$ cat src/rtl/rr_mux_arbiter_pkg.sv
// -----------------------------------------------------------------------------
// rr_mux_arbiter_pkg
// Shared definitions for the round-robin mux arbiter:
//   - NCH            : number of requesting channels
//   - SEL_W          : width of a channel index / mux select
//   - WIDTH_DEFAULT  : default data width of a channel word
//   - PTR_RESET      : pointer value after reset (last channel, so channel 0
//                      is the first one searched)
//   - state_t        : arbiter FSM encoding (IDLE / CAPT / HOLD)
//   - onehot()       : decode a channel index into a one-hot channel vector
// -----------------------------------------------------------------------------
package rr_mux_arbiter_pkg;

   localparam int NCH           = 4;
   localparam int SEL_W         = $clog2(NCH);
   localparam int WIDTH_DEFAULT = 4;

   localparam logic [SEL_W-1:0] PTR_RESET = SEL_W'(NCH - 1);

   typedef enum logic [1:0] {
      ST_IDLE = 2'd0,   // no transfer in progress
      ST_CAPT = 2'd1,   // sel driven, downstream mux settling
      ST_HOLD = 2'd2    // captured word presented to the consumer
   } state_t;

   function automatic logic [NCH-1:0] onehot(input logic [SEL_W-1:0] idx);
      logic [NCH-1:0] vec;
      vec      = '0;
      vec[idx] = 1'b1;
      return vec;
   endfunction

endpackage

$ cat src/rtl/rr_mux_arbiter_rr_pick.sv
// -----------------------------------------------------------------------------
// rr_pick
// Combinational round-robin search. Starting at channel (ptr+1) mod NCH and
// moving upward with wrap-around, returns the first channel whose request bit
// is set.
// Ports:
//   req   in  [NCH-1:0]   request vector, bit n = channel n pending
//   ptr   in  [SEL_W-1:0] last granted channel (search starts just above it)
//   grant out [SEL_W-1:0] selected channel (meaningful only when any=1)
//   any   out             at least one request bit is set
// -----------------------------------------------------------------------------
module rr_pick
   import rr_mux_arbiter_pkg::*;
(
   input  logic [NCH-1:0]   req,
   input  logic [SEL_W-1:0] ptr,
   output logic [SEL_W-1:0] grant,
   output logic             any
);

   // rot[k] is the request of the channel k+1 positions above ptr, so a plain
   // lowest-index priority search over rot gives the round-robin order.
   logic [NCH-1:0] rot;
   logic           found;

   generate
      for (genvar gi = 0; gi < NCH; gi++) begin : g_rot
         logic [SEL_W-1:0] idx;
         // Sum truncates to SEL_W bits, which is the modulo-NCH wrap.
         assign idx     = ptr + SEL_W'(gi + 1);
         assign rot[gi] = req[idx];
      end
   endgenerate

   always_comb begin
      grant = ptr + SEL_W'(1);
      found = 1'b0;
      for (int i = 0; i < NCH; i++) begin
         if (!found && rot[i]) begin
            grant = ptr + SEL_W'(i + 1);
            found = 1'b1;
         end
      end
   end

   assign any = |req;

endmodule

$ cat src/rtl/rr_mux_arbiter.sv
// -----------------------------------------------------------------------------
// rr_mux_arbiter
// Round-robin arbiter that steers an external NCH-to-1 mux and captures the
// selected channel word into an output register with a valid/ready handshake.
// One transfer takes IDLE -> CAPT -> HOLD -> IDLE; the sel register is held
// through CAPT so the external mux has a full cycle to settle before capture.
// Ports:
//   clk        in              clock, all state on rising edge
//   rst        in              synchronous active-high reset
//   req        in  [NCH-1:0]   per-channel request
//   ack        out [NCH-1:0]   one-hot capture pulse (high during CAPT only)
//   sel        out [SEL_W-1:0] channel select to the external mux
//   mux_out    in  [WIDTH-1:0] data returned by the external mux for sel
//   out_data   out [WIDTH-1:0] captured channel word
//   out_valid  out             out_data holds a valid word
//   out_ready  in              consumer accepts out_data with out_valid
// -----------------------------------------------------------------------------
module rr_mux_arbiter
   import rr_mux_arbiter_pkg::*;
#(
   parameter int WIDTH = WIDTH_DEFAULT
) (
   input  logic             clk,
   input  logic             rst,
   input  logic [NCH-1:0]   req,
   output logic [NCH-1:0]   ack,
   output logic [SEL_W-1:0] sel,
   input  logic [WIDTH-1:0] mux_out,
   output logic [WIDTH-1:0] out_data,
   output logic             out_valid,
   input  logic             out_ready
);

   state_t           state_reg, state_next;
   logic [SEL_W-1:0] sel_reg, sel_next;
   logic [SEL_W-1:0] ptr_reg, ptr_next;
   logic [WIDTH-1:0] out_data_reg, out_data_next;
   logic             out_valid_reg, out_valid_next;

   logic [SEL_W-1:0] pick_grant;
   logic             pick_any;

   rr_pick u_rr_pick (
      .req   (req),
      .ptr   (ptr_reg),
      .grant (pick_grant),
      .any   (pick_any)
   );

   // ---------------------------------------------------------------- state reg
   always_ff @(posedge clk) begin
      if (rst) begin
         state_reg <= ST_IDLE;
      end else begin
         state_reg <= state_next;
      end
   end

   // --------------------------------------------------------------- next state
   always_comb begin
      state_next = state_reg;
      unique case (state_reg)
         ST_IDLE: if (pick_any)  state_next = ST_CAPT;
         ST_CAPT:                state_next = ST_HOLD;
         ST_HOLD: if (out_ready) state_next = ST_IDLE;
         default:                state_next = ST_IDLE;
      endcase
   end

   // ----------------------------------------------------------------- outputs
   // ack is the only combinational output: it decodes sel while the word is
   // being captured, so the requester sees it in the same cycle as capture.
   always_comb begin
      ack = '0;
      if (state_reg == ST_CAPT) begin
         ack = onehot(sel_reg);
      end
   end

   // ------------------------------------------------------ datapath next values
   always_comb begin
      sel_next       = sel_reg;
      ptr_next       = ptr_reg;
      out_data_next  = out_data_reg;
      out_valid_next = out_valid_reg;
      unique case (state_reg)
         ST_IDLE: begin
            // sel only moves on the IDLE->CAPT edge.
            if (pick_any) sel_next = pick_grant;
         end
         ST_CAPT: begin
            // Capture regardless of whether req[sel] is still high; the
            // requester holds its data until ack.
            out_data_next  = mux_out;
            out_valid_next = 1'b1;
            // Pointer advances only on an actual capture.
            ptr_next       = sel_reg;
         end
         ST_HOLD: begin
            if (out_ready) out_valid_next = 1'b0;
         end
         default: begin
            out_valid_next = 1'b0;
         end
      endcase
   end

   // -------------------------------------------------------- datapath registers
   always_ff @(posedge clk) begin
      if (rst) begin
         sel_reg       <= '0;
         ptr_reg       <= PTR_RESET;
         out_data_reg  <= '0;
         out_valid_reg <= 1'b0;
      end else begin
         sel_reg       <= sel_next;
         ptr_reg       <= ptr_next;
         out_data_reg  <= out_data_next;
         out_valid_reg <= out_valid_next;
      end
   end

   assign sel       = sel_reg;
   assign out_data  = out_data_reg;
   assign out_valid = out_valid_reg;

endmodule

$ cat config.mk
export PLATFORM = sky130hd
export DESIGN_NAME = rr_mux_arbiter
export DESIGN_NICKNAME = d
export VERILOG_FILES = /design/src/rtl/rr_mux_arbiter_pkg.sv /design/src/rtl/rr_mux_arbiter_rr_pick.sv /design/src/rtl/rr_mux_arbiter.sv
export SDC_FILE = /design/constraint.sdc
export NUM_CORES = 1
export LEC_CHECK = 0
export ABC_CLOCK_PERIOD_IN_PS = 1600
export CORE_MARGIN = 10
export CORE_UTILIZATION = 40
export CTS_CLUSTER_DIAMETER = 100
export DETAILED_ROUTE_END_ITERATION = 10
export GPL_ROUTABILITY_DRIVEN = 0
export PLACE_DENSITY = 0.72
export SLEW_MARGIN = 15
export SYNTH_ARGS = -nofsm -noshare
export SYNTH_HDL_FRONTEND = slang
export SYNTH_SLANG_ARGS = --single-unit
$ cat constraint.sdc
create_clock -name clk -period 1.6 [get_ports clk]
set_clock_uncertainty 0.15 [all_clocks]
set_input_delay 0.16 -clock clk [delete_from_list [all_inputs] [get_ports clk]]
set_output_delay 0.16 -clock clk [all_outputs]
set_load 0.01 [all_outputs]
==> impl_metrics.tcl, run 1 <==
set metrics [dict create \
    grt_pass1_wl_um 2750 \
    async_reset_ff_share_pct 0 \
    rsz0062_at_grt "true" \
    worst_slew_pin_slew_ns 0.485 \
    critPathMaxFanout 4 \
    yosys.area_share.simple_pct 34.7 \
    synth_top_area_cell "dfxtp_1" \
    yosysSeqAreaShare_pct 40.7 \
    synthTopCellsByCount "nand2_1 (13), dfxtp_1 (11), nor2_1 (7), a21oi_1 (5)" \
    post-route-period-util_pct 96.0 \
    ios 22 \
    synth_compound_area_share_pct 18.3 \
    yosysWarnings 0 \
    crit_required_ns 1.62 \
    clock_latency_ns 0.27 \
    combPwrFrac_pct 32.0 \
    use_met3_pct 5.84 \
    routed_wl_um 1710 \
    antenna_found_initial 0 \
    grt_pass1_vias 646 \
    die-area_um2 3220 \
    p_int_mw 0.547 \
    clk_pin_slew_ns 0.07 \
    root_buffer "clkbuf_4" \
    via_per_inst 5.21 \
    fp.dieH_um 56.8 \
    drive_gt1_share_pct 29.0 \
    synth_fa_ha_area_share_pct 0 \
    synth-seq-cells 11 \
    maxCapViolCount 0 \
    numCtsBuffers 3 \
    netSwitchingFraction_pct 29.3 \
    crit_slowest_cell "clkdlybuf4s50_1" \
    vias 636 \
    rows 13 \
    synth.distinct_cells 24 \
    syn_area_per_cell_um2 7.83 \
    clock_power_share_pct 24.5 \
    port_buffers 21 \
    cts.htree.levels 1 \
    hold_class "primary input to register" \
    crit_chain "clkdlybuf4s50_1 > and2b_2 > mux2i_1 > or4_1 > a31o_1" \
    cp.arrival_ns 1.55 \
    use_met1_pct 9.17 \
    status "finished clean" \
    p_sw_mw 0.227 \
    antenna_cells 0 \
    end_kind "register" \
    ir_worst_vdd_mv 0.601 \
    clk_path_buf_depth 2 \
    synth-main-ff-cell "dfxtp_1" \
    grt_max_degree 11 \
    finalSetupViolCount 0 \
    synthCells 69 \
    netlist_top_cells_area "dfxtp_1 (41%), nand2_1 (9.0%), nor2_1 (4.9%)" \
    syn_area_um2 541 \
    fmax_ghz 0.651 \
    multi_input_area_um2 304 \
    regArea_um2 224 \
    cpPeakStageDelay_ns 0.46 \
    synth_edf_count 0 \
    synthesis.nets 80 \
    ant_nets 0 \
    areaGrowthSynthToFinish_pct 65.5 \
    hold_violations 0 \
    die_w_um 56.8 \
    firstDrtPassIters 4 \
    finalCriticalPeriod_ns 1.54 \
    use_met2_pct 20.1 \
    p_per_area_nw_per_um2 865 \
    synth_top_cell_area_share_pct 40.7 \
    largest_reg_flops 4 \
    initial_utilization_pct 42.1 \
    gr-total-overflow 0 \
    crit_type "primary input to register" \
    fp.coreArea_um2 1280 \
    synth_xor_area_share_pct 0 \
    yosysMostFrequentCell "nand2_1" \
    pwr-share-seq_pct 43.5 \
    first_iter_violations 11 \
    tritoncts "yes" \
    fin_nets 119 \
    cts.sinks 11 \
    placed_cell_area_um2 870 \
    p_leak_nw 0.408 \
    n_fill_cell 116 \
    dp.final_hpwl_um 1300 \
    total_power_mw 0.774 \
    drcViolationCount 0 \
    synthMuxAreaShare_pct 1.85 \
    track_usage_pct 10.6 \
    worst_setup_path_start_kind "primary input" \
    slew_violations 0 \
    wl_per_cell_um 14.0 \
    synth_top_family_by_area "simple AND/OR/NAND/NOR gates" \
    slew-limit-headroom_pct 67.4 \
    fin_area_um2 895 \
    top_usage_layer "met2" \
]
[through the flow]
step | util, % | std cells | setup TNS, ns | worst slack [ns] | hold slack, ns
2_1_floorplan | - | 69 | 0 | 0.207 | 0.0987
3_3_place_gp | 67.7 | 117 | -0.314 | -0.167 | 0.291
3_5_place_dp | 67.7 | 117 | -0.469 | -0.210 | 0.296
4_1_cts | 70.1 | 122 | 0 | 0.00302 | 0.278
5_1_grt | 69.6 | 122 | -0.00592 | -0.00592 | 0.305
6_report | 69.6 | 122 | 0 | 0.0639 | 0.284
[power by group through the flow]
stage / logic (mW) / clock network, mW / registers, mW
4_1_cts: 0.248 / 0.199 / 0.332
3_5_place_dp: 0.246 / 0 / 0.339
2_1_floorplan: 0.0988 / 0 / 0.339
6_report: 0.248 / 0.190 / 0.337
3_3_place_gp: 0.239 / 0 / 0.336
5_1_grt: 0.271 / 0.205 / 0.341
[cell families after synthesis]
group	after synthesis
compound gates	14
buf+inv	6
flops	11
mux	1
simple gates	37
[per-layer routing]
metal,up-vias,routed length [um]
li1,318,-
met1,296,661
met2,20,906
met3,2,127
met4,0,14
met5,-,0
[cell type report]
type,count,share of cell area [%]
inverters,3,1.26
flip-flops and latches,11,25.0
well taps,15,2.10
multi-input cells,52,34.0
repair buffers,37,34.7
clock buffers,4,2.94
[layout by cell type, fill, tap and decap left out, drive strengths merged, types with 2 or more instances in the layout]
cell / instances
clkbuf: 5
nor4: 2
nand3b: 2
nand2: 13
nand2b: 2
dfxtp: 11
buf: 19
inv: 3
nor2b: 3
o22ai: 2
a21o: 2
and2b: 2
nor2: 7
a21oi: 5
clkdlybuf4s50: 17
nor3: 3
[critical path, delay by kind of cell]
kind,cells,cell delay (ns)
AND/OR/NAND/NOR,2,0.66
buffers and inverters,1,0.46
AO/OA/AOI/OAI,1,0.21
multiplexers,1,0.06
[path summary, 6_finish.rpt]
check                                 start          end  slack, ns  cells after the start
worst max-delay path                 req[0]       sel[1]       0.06                      5
worst min-delay path             mux_out[2]  out_data[2]       0.28                      3
worst max register to register   ptr_reg[1]       sel[0]       0.18                      4
worst min register to register  out_data[1]  out_data[1]       0.31                      2
[what timing repair did]
action | CTS | global route
setup endpoints to repair | 4 | 6
gates resized for setup | 13 | 8
hold buffers | 0 | 0
hold endpoints to repair | 0 | 0
pin swaps | 0 | 1
setup buffers | 1 | 0
Note: power is estimated with default switching activity, not from simulation.
==> run 2, diff against run 1 <==
--- a/config.mk
+++ b/config.mk
@@ -8,7 +8,6 @@
 export ABC_CLOCK_PERIOD_IN_PS = 1600
 export CORE_MARGIN = 10
 export CORE_UTILIZATION = 40
-export CTS_CLUSTER_DIAMETER = 100
 export DETAILED_ROUTE_END_ITERATION = 10
 export GPL_ROUTABILITY_DRIVEN = 0
 export PLACE_DENSITY = 0.72
==> results of run 2 <==
The final DEF is identical to that of run 1; final timing and power are the same.
==> edit 1, RTL diff (flow settings as in run 1) <==
The package constant `WIDTH_DEFAULT` goes from 4 to 6.
--- a/src/rtl/rr_mux_arbiter_pkg.sv
+++ b/src/rtl/rr_mux_arbiter_pkg.sv
@@ -15,3 +15,3 @@
    localparam int SEL_W         = $clog2(NCH);
-   localparam int WIDTH_DEFAULT = 4;
+   localparam int WIDTH_DEFAULT = 6;
 
Interface: changed (resized mux_out and out_data); port bits go from 22 to 26. The function was not compared with the original's and may differ.
==> edit 1 against run 1 <==
Final area up 11%. Non-clock buffer count up 3. Wire length increased by 0.47%. Sequential cell count grew 2. Utilization fell by 1.8 points. Sequential share of layout area increased by 1.1 points. Total power rose by 11%. Synthesized area grew 13%. Worst setup slack lost 0.011 ns. Largest power group unchanged.
==> edit 1: results (changes against run 1) <==
Layout
  • Number of filler instances in the final layout: 124 (+6.9%)
  • Post-layout net count: 132 (+11%)
  • Final antenna diode count: 0 (unchanged)
  • Layout cell share with drive strength beyond 1: 22.0% (-6.9 points)
  • Post-route insts no fill: 134 (+9.8%)
  • Flip-flop count of the largest register, all copies and words added: 6 (+2)

Global routing
  • Number of global-route vias before repair: 641 (-0.77%)
  • Global-route wire length before repair: 2820 um (+2.5%)
  • Pin count of the biggest net entering global routing: 10 (-1)
  • GRT Util Overall: 10.1% (-0.47 points)
  • Antenna violations before repair: 0 (unchanged)

Logic synthesis
  • List of most frequent post-synthesis cells: nand2_1 (17), dfxtp_1 (13), a21oi_1 (7)
  • Most area-consuming cells after synthesis: dfxtp_1 (42%), nand2_1 (10%), a21oi_1 (5.7%), nor2_1 (3.7%), nor2b_1 (3.1%)
  • Top-area cell type share of the netlist area: 42.4% (+1.7 points)
  • Top flip-flop cell by instance count after synthesis: dfxtp_1
  • Synth warnings: 0 (unchanged)
  • Ys async rst share: 0% (unchanged)
  • Number of distinct library cells after synthesis: 24 (unchanged)
  • Number of cells produced by synthesis: 78 (+13%)
  • Sequential share of the synthesized area: 42.4% (+1.7 points)
  • Post-Syn Nets: 91 (+14%)

Drt
  • Overall routed net length: 1720 um (+0.47%)
  • Detailed-router iteration count before antenna repair: 4 (unchanged)
  • Vias post-DR: 681 (+7.1%)
  • Number of violations reported at the end of detailed-routing iteration 0: 3 (-8)

Placed design
  • Count of input and output buffers: 25 (+19%)
  • Instance area at placement: 957 um2 (+10%)
  • HPWL after DPL: 1410 um (+8.6%)

Power
  • Worst vdd rail ir drop: 0.367 mV (-39%)
  • Leakage: 0.000442 uW (+8.2%)
  • Switching power as a share of total power: 28.7% (-0.62 points)

Setup path
  • CP max-delay cell: clkdlybuf4s50_1
  • Critical path fanouts, max: 6 (+2)
  • Largest stage delay on the critical path: 0.57 ns (+0.11 ns)
  • Worst path top cell family by delay: buffers and inverters
  • Origin of the critical flop-to-flop path: ptr_reg[1]
  • Start point of the critical path: sel[1]
  • Endpoint arrival time on the critical path: 1.24 ns (-0.31 ns)

Clock tree
  • Num CTS Buffers: 3 (unchanged)
  • Clock latency at the later pin of the worst-skew pair: 0.27 ns (about the same)
  • CTS Buffer Depth: 2 (unchanged)
  • Register clock-pin slew on the reported worst setup and hold paths: roughly 0.08 ns
  • Number of H-tree levels: 1 (unchanged)
  • Library cell used as clock root buffer: clkbuf_4

Flow run
  • Reported max-cap violation count: 0 (unchanged)

Min path
  • HP Start: mux_out[5]
  • HP Class: in2reg

Timing
  • Pins Over Slew Limit: 0 (unchanged)
  • Transition time at the pin with the least slew margin: 0.372 ns (-0.113 ns)

Status
  • Result of the run: finished clean
## edit 1: stage by stage
stage | worst slack (ns) | power [uW] | utilization (%)
detailed placement | -0.172 | 655 | 65.1
finish | 0.0531 | 857 | 67.8
global placement | -0.147 | 649 | 65.1
global route | 0.00658 | 906 | 67.8
floorplan | 0.196 | 506 | -
CTS | 0.0253 | 854 | 66.8
## edit 1: area by class of cell
| cell class | instances | area [um2] | share of cell area (%) |
|---|---|---|---|
| timing repair buffer | 40 | 347 | 34.8 |
| multi-input combinational | 58 | 333 | 33.4 |
| sequential | 13 | 260 | 26.1 |
| clock buffer | 4 | 26.3 | 2.63 |
| tap | 16 | 20.0 | 2.01 |
| inverter | 3 | 11.3 | 1.13 |
## edit 1: power groups by stage
stage                     clock (uW)  sequential, uW  combinational [uW]
final                            201             387                 270
after global routing             215             392                 300
after CTS                        206             386                 262
after detailed placement           0             393                 263
after global placement             0             391                 258
after floorplan                    0             398                 108
## edit 1: worst paths after layout
kind | slack, ns | depth (start not counted) | endpoint
hold / removal | 0.28 | 3 | out_data[5]
setup / recovery | 0.05 | 1 | sel[1]
setup reg to reg | 0.19 | 4 | sel[1]
hold reg to reg | 0.30 | 2 | out_data[5]
## edit 1: cells by family (layout without fill, tap and decap cells)
family	count (synthesis)	after routing	share of synthesized area [%]
buffers and inverters	7	47	4.49
DFF	13	13	42.4
and+or+nand+nor	41	41	33.7
AOI/OAI and AO/OA	16	16	17.8
muxes	1	1	1.63
## edit 1: timing repair
action,4_1_cts,5_1_grt
resized for setup,10,5
setup buffers,0,3
setup endpoints to repair,4,3
## edit 1: routing by layer
metal | part of all wire, % | routed length [um] | track usage, %
met5 | 0 | 0 | 0
met4 | 1.6 | 27 | 5.90
met3 | 7.8 | 134 | 2.79
met2 | 50 | 852 | 18.3
met1 | 41 | 704 | 9.89
==> edit 2, RTL diff (settings of run 1) <==
Made on the original files. `out_data_reg` no longer has a reset.
--- a/src/rtl/rr_mux_arbiter.sv
+++ b/src/rtl/rr_mux_arbiter.sv
@@ -112,3 +112,2 @@
          ptr_reg       <= PTR_RESET;
-         out_data_reg  <= '0;
          out_valid_reg <= 1'b0;
@@ -117,5 +116,8 @@
          ptr_reg       <= ptr_next;
-         out_data_reg  <= out_data_next;
          out_valid_reg <= out_valid_next;
       end
+   end
+
+   always_ff @(posedge clk) begin
+      out_data_reg <= out_data_next;
    end
Formal check against the unedited RTL: differs if rst is asserted again (counterexample within 4 cycles, from zero or initial values and one cycle with rst high); with rst held inactive, the same outputs for 10 cycles.
==> edit 2 against run 1 <==
Total power shrank 1.2%. Final area shrank 3.4%. Wire length shrank 11%. Cell count shrank 14%. Worst setup slack gained 0.012 ns. Sequential cell count is the same. Count of clock-buffer cells in the layout is the same. Highest routed layer unchanged. Via count shrank 15%. Synthesized area shrank 3.7%.
==> edit 2: results (changes against run 1) <==
Status
  • Result of the run: finished clean

Logic synthesis
  • Number of distinct library cells after synthesis: 24 (unchanged)
  • Sequential share of the synthesized area: 50.0% (+9.3 points)
  • Synth warnings: 0 (unchanged)
  • Ys async rst share: 0% (unchanged)
  • Most area-consuming cells after synthesis: dfxtp_1 (27%), edfxtp_1 (23%), nor2_1 (5.0%), nand2_1 (3.6%), a21o_2 (3.4%)
  • Top flip-flop cell by instance count after synthesis: dfxtp_1
  • List of most frequent post-synthesis cells: dfxtp_1 (7), nor2_1 (7), nand2_1 (5)
  • Post-Syn Nets: 66 (-18%)
  • Number of flops mapped to enable cells by yosys: 4 (+4)

Global routing
  • Pin count of the biggest net entering global routing: 10 (-1)
  • GRT Util Overall: 9.99% (-0.57 points)
  • Antenna violations before repair: 0 (unchanged)
  • Global-route wire length before repair: 2550 um (-7.3%)
  • Number of global-route vias before repair: 522 (-19%)

Power
  • Leakage: 0.000395 uW (-3.2%)
  • Worst vdd rail ir drop: 0.534 mV (-11%)

Layout
  • Layout cell share with drive strength beyond 1: 31.9% (+2.9 points)
  • Post-layout net count: 103 (-13%)
  • Flip-flop count of the largest register, all copies and words added: 4 (unchanged)

Placed design
  • Instance area at placement: 833 um2 (-4.2%)
  • HPWL after DPL: 1170 um (-10%)
  • Worst slack, placed: -0.212 ns (-0.00177 ns)
  • Count of input and output buffers: 21 (unchanged)

Setup path
  • CP max-delay cell: clkdlybuf4s50_1
  • Worst path top cell family by delay: buffers and inverters
  • Largest stage delay on the critical path: 0.56 ns (+0.10 ns)
  • Critical path fanouts, max: 6 (+2)

Drt
  • Detailed-router iteration count before antenna repair: 4 (unchanged)
  • Overall routed net length: 1520 um (-11%)
  • Vias per cell: 5.15 (-1.2%)
  • Number of violations reported at the end of detailed-routing iteration 0: 7 (-4)

Clock tree
  • Register clock-pin slew on the reported worst setup and hold paths: 0.07 ns (about the same)
  • Library cell used as clock root buffer: clkbuf_4
  • CTS Buffer Depth: 2 (unchanged)
  • Post-CTS setup-driven buffer insertion count: 0 (-1)
  • Number of H-tree levels: 1 (unchanged)
  • Num CTS Buffers: 3 (unchanged)

Min path
  • HP Class: in2reg

Timing
  • Final worst-path setup slack: 0.0755 ns (+0.0116 ns)
  • Worst relative slew slack: 69.7% (+2.3 points)
[edit 2: changes by cell type after synthesis, sizes merged]
| cell | change |
|---|---|
| nand2 | -8 |
| edfxtp | +4 |
| nor2b | -1 |
| dfxtp | -4 |
| clkbuf | -2 |
| inv | +1 |
| a21oi | -4 |
[edit 2: layout make-up]
class,count,area (um2)
clock buffers,4,26.3
repair buffers,33,287
flip-flops and latches,11,265
well taps,14,17.5
multi-input cells,39,254
inverters,4,15.0
fillers,101,307
[edit 2: timing repair]
item,4_1_cts,5_1_grt
gates resized for setup,8,11
pin swaps,0,2
endpoints found under the setup margin,4,7
cloned,0,0
[edit 2: final timing paths]
| kind | start | endpoint | slack (ns) | cells after the start |
|---|---|---|---|---|
| worst max-delay path | sel[1] | sel[1] | 0.08 | 1 |
| worst min-delay path | mux_out[2] | out_data[2] | 0.29 | 1 |
| worst max register to register | ptr_reg[1] | sel[0] | 0.20 | 4 |
| worst min register to register | out_valid | out_valid | 0.34 | 2 |
[edit 2: worst register-to-register path, cell delays in order, from the launching register on]
cell and delay, ns:
dfxtp_1 0.49, nand2_1 0.10, a21o_2 0.22, a222oi_1 0.22
a211oi_1 0.11
[edit 2: stage by stage]
stage / power (uW) / utilization, % / std cells
finish: 764 / 73.8 / 105
global route: 808 / 73.8 / 105
CTS: 761 / 73.8 / 105
detailed placement: 571 / 71.2 / 101
global placement: 567 / 71.2 / 101
floorplan: 441 / - / 55
[edit 2: cells by family (layout without fill, tap and decap cells)]
| family | after synthesis | count (layout) | synth area share [%] |
|---|---|---|---|
| AOI/OAI and AO/OA | 10 | 10 | 15.1 |
| buffers and inverters | 5 | 41 | 3.84 |
| DFF | 11 | 11 | 50.0 |
| muxes | 1 | 1 | 1.92 |
| and+or+nand+nor | 28 | 28 | 29.1 |
[edit 2: layer usage]
layer / share of wire [%] / global-route usage, %
met1: 46 / 10.9
met2: 41 / 14.5
met3: 9.8 / 5.69
met4: 2.2 / 6.14
met5: 0 / 0
[edit 2: power by group]
part           internal, uW  leakage [uW]  switching [uW]
Sequential              325     0.0000968            29.5
Clock                  96.6     0.0000150            96.7
Combinational           127      0.000283            89.9
